**src/rtl/uart_tx_framed_pkg.sv**
```systemverilog
// Shared definitions for the framed UART transmitter: FSM encoding, bit timing
// constants and the parity helper.
package uart_tx_framed_pkg;

    typedef enum logic [2:0] {
        IDLE,
        START,
        DATA,
        PARITY,
        STOP
    } txState_t;

    localparam int BIT_STROBES = 16;
    localparam int DATA_BITS   = 8;

    function automatic logic parityOf(input logic [DATA_BITS-1:0] data, input logic odd);
        return (^data) ^ odd;
    endfunction

endpackage

```
**src/rtl/uart_tx_framed_fifo.sv**
```systemverilog
// Byte FIFO feeding the transmitter; the head byte is presented on a registered
// output so the shifter can load it in the same cycle it pops.
module uart_tx_fifo
    import uart_tx_framed_pkg::*;
#(
    parameter int LOG2_DEPTH = 4
) (
    input  logic                 clk,
    input  logic                 rst,
    input  logic                 push,
    input  logic                 pop,
    input  logic [DATA_BITS-1:0] din,
    output logic [DATA_BITS-1:0] dout,
    output logic                 empty,
    output logic                 halfFull,
    output logic                 full
);

    localparam int DEPTH = 2 ** LOG2_DEPTH;
    localparam logic [LOG2_DEPTH:0] FULL_COUNT = {1'b1, {LOG2_DEPTH{1'b0}}};
    localparam logic [LOG2_DEPTH:0] HALF_COUNT = FULL_COUNT >> 1;

    logic [DATA_BITS-1:0]  mem [DEPTH];
    logic [DATA_BITS-1:0]  doutReg;
    logic [LOG2_DEPTH-1:0] wrPtrReg;
    logic [LOG2_DEPTH-1:0] rdPtrReg;
    logic [LOG2_DEPTH-1:0] rdPtrNext;
    logic [LOG2_DEPTH:0]   countReg;
    logic                  pushOk;
    logic                  popOk;

    assign pushOk    = push && !full;
    assign popOk     = pop && !empty;
    assign rdPtrNext = popOk ? rdPtrReg + 1'b1 : rdPtrReg;

    assign empty    = (countReg == '0);
    assign full     = (countReg == FULL_COUNT);
    assign halfFull = (countReg >= HALF_COUNT);
    assign dout     = doutReg;

    // A byte written into the slot that becomes the head must bypass the array,
    // otherwise the registered read would return the stale slot contents.
    always_ff @(posedge clk) begin
        if (pushOk) begin
            mem[wrPtrReg] <= din;
        end
        if (pushOk && (wrPtrReg == rdPtrNext)) begin
            doutReg <= din;
        end else begin
            doutReg <= mem[rdPtrNext];
        end
    end

    always_ff @(posedge clk or negedge rst) begin
        if (!rst) begin
            wrPtrReg <= '0;
            rdPtrReg <= '0;
            countReg <= '0;
        end else begin
            rdPtrReg <= rdPtrNext;
            if (pushOk) begin
                wrPtrReg <= wrPtrReg + 1'b1;
            end
            case ({pushOk, popOk})
                2'b10:   countReg <= countReg + 1'b1;
                2'b01:   countReg <= countReg - 1'b1;
                default: countReg <= countReg;
            endcase
        end
    end

endmodule

```
**src/rtl/uart_tx_framed.sv**
```systemverilog
// Buffered UART transmitter: FIFO-fed, LSB-first, optional parity, 1 or 2 stop
// bits, paced by a x16 baud strobe and gated by cts at each frame start.
module uart_tx_framed
    import uart_tx_framed_pkg::*;
#(
    parameter int LOG2_DEPTH = 4,
    parameter int PARITY_EN  = 0,
    parameter int PARITY_ODD = 0,
    parameter int STOP_BITS  = 1
) (
    input  logic                 clk,
    input  logic                 rst,
    input  logic                 x16BaudStrobe,
    input  logic [DATA_BITS-1:0] dataIn,
    input  logic                 write,
    input  logic                 cts,
    output logic                 serialOut,
    output logic                 dataPresent,
    output logic                 halfFull,
    output logic                 full,
    output logic                 busy,
    output logic                 overflow
);

    txState_t             stateReg, stateNext;
    logic [3:0]           subCountReg, subCountNext;
    logic [2:0]           bitIdxReg, bitIdxNext;
    logic                 stopIdxReg, stopIdxNext;
    logic [DATA_BITS-1:0] shiftReg, shiftNext;
    logic                 parityReg, parityNext;
    logic                 serialReg, serialNext;
    logic                 overflowReg;

    logic [DATA_BITS-1:0] fifoDout;
    logic                 fifoEmpty;
    logic                 fifoPush;
    logic                 fifoPop;
    logic                 bitEnd;
    logic                 lastStop;
    logic                 startFrame;

    assign fifoPush = write && !full;

    uart_tx_fifo #(
        .LOG2_DEPTH(LOG2_DEPTH)
    ) fifoInst (
        .clk     (clk),
        .rst     (rst),
        .push    (fifoPush),
        .pop     (fifoPop),
        .din     (dataIn),
        .dout    (fifoDout),
        .empty   (fifoEmpty),
        .halfFull(halfFull),
        .full    (full)
    );

    assign dataPresent = !fifoEmpty;
    assign startFrame  = dataPresent && cts;
    assign bitEnd      = (subCountReg == 4'(BIT_STROBES - 1));
    assign lastStop    = (STOP_BITS == 1) || stopIdxReg;
    assign serialOut   = serialReg;
    assign busy        = (stateReg != IDLE);
    assign overflow    = overflowReg;

    always_comb begin
        stateNext    = stateReg;
        subCountNext = subCountReg;
        bitIdxNext   = bitIdxReg;
        stopIdxNext  = stopIdxReg;
        shiftNext    = shiftReg;
        parityNext   = parityReg;
        serialNext   = serialReg;
        fifoPop      = 1'b0;

        if (x16BaudStrobe) begin
            subCountNext = subCountReg + 1'b1;
            case (stateReg)
                IDLE: begin
                    subCountNext = '0;
                    serialNext   = 1'b1;
                    if (startFrame) begin
                        fifoPop    = 1'b1;
                        shiftNext  = fifoDout;
                        parityNext = parityOf(fifoDout, PARITY_ODD != 0);
                        stateNext  = START;
                        serialNext = 1'b0;
                    end
                end
                START: begin
                    if (bitEnd) begin
                        stateNext  = DATA;
                        bitIdxNext = '0;
                        serialNext = shiftReg[0];
                    end
                end
                DATA: begin
                    if (bitEnd) begin
                        if (bitIdxReg == 3'(DATA_BITS - 1)) begin
                            if (PARITY_EN != 0) begin
                                stateNext  = PARITY;
                                serialNext = parityReg;
                            end else begin
                                stateNext   = STOP;
                                stopIdxNext = 1'b0;
                                serialNext  = 1'b1;
                            end
                        end else begin
                            bitIdxNext = bitIdxReg + 1'b1;
                            shiftNext  = shiftReg >> 1;
                            serialNext = shiftReg[1];
                        end
                    end
                end
                PARITY: begin
                    if (bitEnd) begin
                        stateNext   = STOP;
                        stopIdxNext = 1'b0;
                        serialNext  = 1'b1;
                    end
                end
                STOP: begin
                    if (bitEnd) begin
                        if (!lastStop) begin
                            stopIdxNext = 1'b1;
                        end else if (startFrame) begin
                            // Chain straight into the next start bit: no idle gap.
                            fifoPop    = 1'b1;
                            shiftNext  = fifoDout;
                            parityNext = parityOf(fifoDout, PARITY_ODD != 0);
                            stateNext  = START;
                            serialNext = 1'b0;
                        end else begin
                            stateNext  = IDLE;
                            serialNext = 1'b1;
                        end
                    end
                end
                default: begin
                    stateNext  = IDLE;
                    serialNext = 1'b1;
                end
            endcase
        end
    end

    always_ff @(posedge clk or negedge rst) begin
        if (!rst) begin
            stateReg    <= IDLE;
            subCountReg <= '0;
            bitIdxReg   <= '0;
            stopIdxReg  <= 1'b0;
            shiftReg    <= '0;
            parityReg   <= 1'b0;
            serialReg   <= 1'b1;
            overflowReg <= 1'b0;
        end else begin
            stateReg    <= stateNext;
            subCountReg <= subCountNext;
            bitIdxReg   <= bitIdxNext;
            stopIdxReg  <= stopIdxNext;
            shiftReg    <= shiftNext;
            parityReg   <= parityNext;
            serialReg   <= serialNext;
            overflowReg <= overflowReg | (write & full);
        end
    end

endmodule

```
**config.mk**
```make
export PLATFORM = sky130hd
export DESIGN_NAME = uart_tx_framed
export DESIGN_NICKNAME = d
export VERILOG_FILES = /design/src/rtl/uart_tx_framed_pkg.sv /design/src/rtl/uart_tx_framed_fifo.sv /design/src/rtl/uart_tx_framed.sv
export SDC_FILE = /design/constraint.sdc
export NUM_CORES = 1
export LEC_CHECK = 0
export ABC_AREA = 0
export BUFFER_PORTS_ARGS = -buffer_cell sky130_fd_sc_hd__buf_2
export CORE_ASPECT_RATIO = 1.25
export CORE_MARGIN = 2
export CORE_UTILIZATION = 30
export CTS_CLUSTER_DIAMETER = 100
export DETAILED_ROUTE_END_ITERATION = 12
export PLACE_DENSITY = 0.45
export SETUP_SLACK_MARGIN = 0.2
export SYNTH_ARGS = -nofsm -noshare
export SYNTH_HDL_FRONTEND = slang
export SYNTH_SLANG_ARGS = --single-unit
```
**constraint.sdc**
```tcl
create_clock -name clk -period 3.95 [get_ports clk]
set_clock_uncertainty 0.2 [all_clocks]
set_input_delay 0.395 -clock clk [delete_from_list [all_inputs] [get_ports clk]]
set_output_delay 0.395 -clock clk [all_outputs]
set_load 0.05 [all_outputs]
```
# After elaboration in Yosys (flattened, before gate mapping)
# Memories as Yosys holds them, arrays and structs flattened. A register that Yosys moved wholly into a read port is not among the register bits.
# Index checks and enable logic that the tools add are counted.
[totals]
regBits = 33
in_bits = 13
ramBits = 128
memories = 1
mem_bits_ro = 0
latchBits = 0
out_inout_bits = 6
elab_cells = 84
[mem_list]
columns = ["name", "depth", "width", "rd", "rd_ports_with_merged_regs", "write_ports", "line", "rtl"]
rows = [
  ["fifoInst.mem", 16, 8, 1, 1, 1, "uart_tx_framed_fifo.sv:23", "logic [DATA_BITS-1:0] mem [DEPTH];"],
]
[op_classes]
n_mul = 0
div = 0
shift = 0
n_mux = 33
eq_ne = 16
n_reduce_logical = 16
order_cmp = 1
add_sub_neg = 6
bitwise = 2
[op_table]
columns = ["cell", "n"]
rows = [
  ["$mux 8", 4],
  ["$mux 3", 9],
  ["$pmux 8 s3", 1],
  ["$pmux 3 s5", 1],
  ["$reduce_and 5->1", 3],
  ["$ne 2x2->1 const B", 7],
  ["$add 4x1->4 const B", 3],
  ["$mux 1", 12],
  ["$pmux 5 s2", 1],
  ["$mux 4", 2],
  ["$reduce_and 7->1", 1],
  ["$eq 3x2->1 const B", 2],
  ["$eq 3x3->1 const B", 2],
  ["$pmux 3 s2", 1],
  ["$reduce_bool 3->1", 2],
  ["$add 5x1->5 const B", 1],
  ["$eq 5x5->1 const B", 1],
  ["$ge 5x4->1 const B", 1],
  ["$logic_not 5->1", 1],
  ["$pmux 1 s5", 1],
  ["$sub 5x1->5 const B", 1],
  ["$eq 4x4->1 const B", 1],
  ["$logic_and 1x1->1", 4],
  ["$reduce_bool 2->1", 2],
  ["other kinds (9)", 10],
]

# Depth between registers and ports, before layout
[depth]
word_depth = 10
ltp_mapped = 13
ltp_nobuf = 11

# Modules after synthesis
# From an unflattened synthesis, not the netlist that was laid out.
[unflattened]
hier_cells = 407
hier_area_um2 = 6924.1
[modules_own_cells]
columns = ["mod", "instances", "cells_each", "seq_area_each_um2", "area_per_inst_um2"]
rows = [
  ["uart_tx_fifo", 1, 295, 4249.1, 5724.2],
  ["uart_tx_framed", 1, 112, 501.7, 1199.9],
]

# Worst setup path before layout
# No wires, ideal clock.
[synth_path]
kind = "register to register"
startpoint = "reg fifoInst.countReg[1]"
endpoint = "reg fifoInst.countReg[4]"
required_ns = 3.620
path_buffers = 3
arrival_ns = 2.602
path_stages_with_launch = 14
setup_ns = 0.130
synth_period_minus_slack_ns = 2.932
path_slack_ns = 1.018
path_cell_list = "dfrtp_1 -> buf_6 -> or4_4 -> o211ai_2 -> nor2_2 -> buf_6 -> ha_1 -> clkbuf_1 -> xor2_1 -> ha_1 -> and3b_1 -> o21ai_0 -> a21oi_1 -> xor2_1"
[synth_via]
elab_chain_cells = 10
word_cells_on_any_way = 18
cone_classes = "add/sub: 2; eq/ne: 3; mux: 5; reduce/logical: 8"
[synth_rtl]
columns = ["element", "line", "rtl"]
rows = [
  ["from (decl)", "uart_tx_framed_fifo.sv:28", "logic [LOG2_DEPTH:0] countReg;"],
  ["from (signal assigned)", "uart_tx_framed_fifo.sv:65", "2'b10: countReg <= countReg + 1'b1;"],
  ["from (signal assigned)", "uart_tx_framed_fifo.sv:66", "2'b01: countReg <= countReg - 1'b1;"],
  ["from (signal assigned)", "uart_tx_framed_fifo.sv:67", "default: countReg <= countReg;"],
  ["$logic_not 5->1", "uart_tx_framed_fifo.sv:36", "assign empty = (countReg == '0);"],
  ["$logic_not 1->1", "uart_tx_framed_fifo.sv:33, uart_tx_framed.sv:58", ""],
  ["$logic_and 1x1->1", "uart_tx_framed.sv:59", "assign startFrame = dataPresent && cts;"],
  ["$mux 1", "uart_tx_framed.sv:82, uart_tx_framed.sv:126", ""],
  ["$mux 1", "uart_tx_framed.sv:123", "if (bitEnd) begin"],
  ["$pmux 1 s2", "uart_tx_framed.sv:78", "case (stateReg)"],
  ["$mux 1", "uart_tx_framed.sv:76", "if (x16BaudStrobe) begin"],
  ["$logic_and 1x1->1", "uart_tx_framed_fifo.sv:33", "assign popOk = pop && !empty;"],
  ["$eq 2x1->1 or $eq 2x2->1 (tied branches)", "uart_tx_framed_fifo.sv:64", "case ({pushOk, popOk})"],
  ["$pmux 5 s2 or $reduce_bool 2->1 (tied branches)", "--", ""],
]
# Parallel ways exist; a longest one is shown, timed or not.
# A chain may end at the register's enable or synchronous reset.

# Final worst setup path
# Ends and elaborated chain as after synthesis.

==> results by stage <==
Setup path:
- The worst register-to-register path ends at fifoInst.countReg[4].
- The critical-path cell with the highest stage delay is sky130_fd_sc_hd__or4_4.
- The kind of critical path is flop to flop.
- The most critical setup path has its startpoint at fifoInst.countReg[1].
- The critical path required time is 4060 ps.
- The category of the worst setup path capture point is a flop.
- The critical path ends at fifoInst.countReg[4].
- In this run the register-to-register setup slack is slightly below 600 ps.
- The maximum fanout count along the critical path is 13.
- For this run, the slowest stage of the critical path takes 570 ps.
- The number of cell instances on the worst register-to-register path is 10.
- The worst setup path is launched from a flop.
- Walking the worst path, the cells encountered are or4_4, o211ai_2, nor2_2, ha_1, xor2_1, ha_1, and3b_1, o21ai_0, a21oi_1, xor2_1.
- The worst endpoint data arrival time is 3480 ps.
- The launch instance of the worst register-to-register path is fifoInst.countReg[1].

Synthesis:
- The number of storage elements in the synthesis netlist is 165.
- The number of cells produced by synthesis is a little over 400.
- After synthesis, the netlist uses 50 different library cells.
- The count of warnings emitted by yosys is 0.
- The mapped cell area is ~7000 sq um.
- The sequential element share of the synthesized area is 69.4%.
- The synthesized design contains around 130 enable-type register cells.
- In this run the mean area of a mapped cell was 16.8 sq um.
- When the netlist entered floorplanning its net count stood at approximately 430.
- The primary flip-flop cell chosen by synthesis mapping is sky130_fd_sc_hd__edfxtp_1.
- After synthesis, the share of flip-flops with an asynchronous set or reset is 20.0%.

Die:
- The die span in x is 139 microns.
- The core region is ~22000 sq um.
- The initial standard-cell utilization of the core is a little under a third.
- The floorplan step defined a die boundary enclosing between 20000 and 25000 sq um.
- The vertical extent of the die is 173 microns.
- After floorplanning, the core was divided into 61 placement rows.
- The number of ports placed on the die boundary is 19.

Clock tree:
- The clock transition at the registers of the reported paths is about 70 ps.
- The clock net in this run drives a total of approximately 170 sinks.
- The clock passes through at most 2 buffers.
- The post-CTS setup buffer count is 0.
- The cell chosen for the clock root is sky130_fd_sc_hd__clkbuf_16.
- The H-tree was split into 4 levels.
- The clock network latency to the later pin of the worst-skew pair is approximately 450 ps.
- TritonCTS built the clock tree.
- The CTS buffer count is 17.
- The number of gates given a new drive strength after cts is 0.

STA:
- The transition time at the pin with the least slew margin is 921 ps.
- The final-report hold violation count came to 0.
- Setup repair after global routing left no endpoint under its margin.
- After layout, the minimum clock period comes to 3370 ps.
- The headroom to the max-slew limit is 38.4%.
- Timing would allow up to about 300 MHz.
- The final count of pins violating max slew is 0.
- In the final timing run, aggregate negative setup slack is 0 ps.
- Dividing the final minimum period by the clock period gives 85.3%.
- Setup violations remaining at the end of the flow were counted as 0.

Flow run:
- Across the run, the number of max-cap violations was 0.

Routing:
- The number of vias per cell is 4.92.
- The total number of vias is between 3000 and 4000.
- After detailed routing, the number of remaining DRC violations is 0.
- For this block, the routed nets add up to 14.5 mm of wire.
- The first-pass detailed-route iteration total is 4.
- The average wire length per cell after detail routing is 19.9 microns.
- The initial DRC count is 250.
- In this run the remaining antenna-violating nets after routing total 0.

GRT:
- Global routing used 12.6% of the available tracks.
- The first global-routing pass estimated 22.4 mm of wire.
- Entering global routing, the biggest net connects 34 pins.
- Global routing finished with a remaining overflow of 0.
- The initial antenna violation count came to 0.
- The number of global-route vias before repair is 3773.

Placed design:
- In this run the tool buffered the top-level ports with 18 buffer cells.
- The wire-length estimate of the detail-placed layout is 9.12 mm.
- The global placer's final weighted congestion is 0.731.

Layout:
- The antenna diode count is 0.
- The area growth from synthesis to layout is 15.1%.
- The multi-input combinational cells in the finished layout cover a total of about 1900 sq um.
- For this run, the share of the core covered by cells in the final layout is 35.3%.
- The area occupied by registers is 4750 sq um.
- The final-layout fill cell count is 2122.
- The proportion of layout cells with a drive suffix above 1 is 22.9%.
- The net count of the finished layout is 457.

Power:
- The total leakage power is ~2.7 nW.
- The peak supply drop is about 0.00036 V.
- The ratio of total power to cell area is 721 nW/um^2.

Hold path:
- The min-delay analysis places its worst path in the category input pin to flop.

Outcome:
- The flow ran to the end, and the final reports show no timing, DRC or antenna violations.
-- power breakdown --
group          internal, mW  total, mW  switching, mW
logic                 0.671       1.55          0.881
clock network         0.867       1.69          0.826
registers              2.18       2.44          0.262
-- kinds of logic (layout without fill, tap and decap cells) --
kind of cell               count (synthesis)  after routing  synth area share [%]
AOI/OAI and AO/OA                         59             59                  6.54
xor gates and xnor gates                  14             14                  1.79
adders and majority gates                 11             11                  2.01
buffers and inverters                     38             76                  2.70
DFF                                      165            165                  69.4
muxes                                     41             41                  11.9
and+or+nand+nor                           80             80                  5.70
-- layout make-up --
type,instances,area share (%)
Multi-Input combinational cell,205,24.3
Timing Repair Buffer,30,2.51
Tap cell,283,4.49
Sequential cell,165,60.3
Clock buffer,17,5.40
Inverter,14,0.667
Clock inverter,15,2.40
-- routing by layer --
metal	wire length, microns	GRT usage [%]	vias up
li1	-	-	1635
met1	6260	16.3	1848
met2	7380	20.9	78
met3	522	2.91	24
met4	325	4.67	0
met5	0	0	-
-- flip-flops by register name, summed over array words and instances (netlist names), 3 cells and up, named ones only --
register / count
bitIdxReg: 3
fifoInst.countReg: 5
fifoInst.mem: 128
fifoInst.rdPtrReg: 4
fifoInst.wrPtrReg: 4
shiftReg: 8
stateReg: 3
subCountReg: 4
-- metrics by stage --
stage | total power, mW | setup slack (ps) | hold WS [ps] | area [sq um] | cells
3_5_place_dp | 4.06 | 612 | 240 | 7250 | 695
2_1_floorplan | 3.59 | 1020 | -101 | 6850 | 408
3_3_place_gp | 4.04 | 680 | 232 | 7250 | 695
4_1_cts | 5.76 | 598 | 115 | 7880 | 729
5_1_grt | 5.99 | 371 | 136 | 7880 | 729
6_report | 5.68 | 580 | 118 | 7880 | 729
-- critical path: cells and delay by family, from the launching register on --
family	cells	cell delay, ps
AND/OR/NAND/NOR	3	990
AO/OA/AOI/OAI	3	680
adder cells (fa/ha/maj)	2	580
flip-flops	1	470
XOR/XNOR	2	320
-- worst min-delay path by stage --
stage / from / cells past startpoint / slack [ps] / endpoint
2_1_floorplan: rst / 0 / -100 / bitIdxReg[0]
3_3_place_gp: overflow / 1 / 230 / overflow
3_5_place_dp: overflow / 1 / 240 / overflow
4_1_cts: x16BaudStrobe / 2 / 120 / subCountReg[0]
5_1_grt: x16BaudStrobe / 2 / 140 / subCountReg[3]
6_report: x16BaudStrobe / 2 / 120 / subCountReg[0]
-- placed cells by master, fill, tap and decap left out, types with 8 or more instances in the layout --
| master | synthesis | final |
|---|---|---|
| sky130_fd_sc_hd__buf_2 | 4 | 18 |
| sky130_fd_sc_hd__dfrtp_1 | 32 | 32 |
| sky130_fd_sc_hd__nor3_1 | 8 | 8 |
| sky130_fd_sc_hd__mux4_2 | 32 | 32 |
| sky130_fd_sc_hd__edfxtp_1 | 128 | 128 |
| sky130_fd_sc_hd__a22oi_1 | 14 | 14 |
| sky130_fd_sc_hd__nor2_1 | 17 | 17 |
| sky130_fd_sc_hd__inv_1 | 14 | 14 |
| sky130_fd_sc_hd__o21ai_0 | 10 | 10 |
| sky130_fd_sc_hd__nand2_1 | 26 | 26 |
| sky130_fd_sc_hd__buf_4 | 2 | 9 |
| sky130_fd_sc_hd__ha_1 | 11 | 11 |
| sky130_fd_sc_hd__clkbuf_16 | 0 | 17 |
| sky130_fd_sc_hd__xor2_1 | 9 | 9 |
-- what timing repair did --
item	CTS	global route
endpoints found under the hold margin	33	0
hold buffers	2	0
setup endpoints to repair	0	0
-- synth_stat cells (all sizes together), types with 2 or more instances --
master / n / share of area [%]
mux4: 32 / 11
o21ai: 10 / 0.73
and3b: 2 / 0.26
a211oi: 7 / 0.77
mux2: 3 / 0.49
mux2i: 6 / 0.88
xnor2: 5 / 0.64
dfrtp: 32 / 12
nor3: 8 / 0.58
nand2: 26 / 1.4
nor2: 18 / 1.0
nand4: 2 / 0.18
nand3: 6 / 0.44
o31ai: 5 / 0.75
and2: 2 / 0.18
xor2: 9 / 1.2
buf: 12 / 1.3
o211ai: 2 / 0.29
clkbuf: 12 / 0.66
nor2b: 3 / 0.27
inv: 14 / 0.77
edfxtp: 128 / 56
ha: 11 / 2.0
dfxtp: 4 / 1.2
a21o: 3 / 0.44
a221o: 7 / 1.0
a22oi: 14 / 1.5
nand2b: 5 / 0.46
nor3b: 2 / 0.22
a21oi: 6 / 0.44
Power figures use the tool's default switching activity.
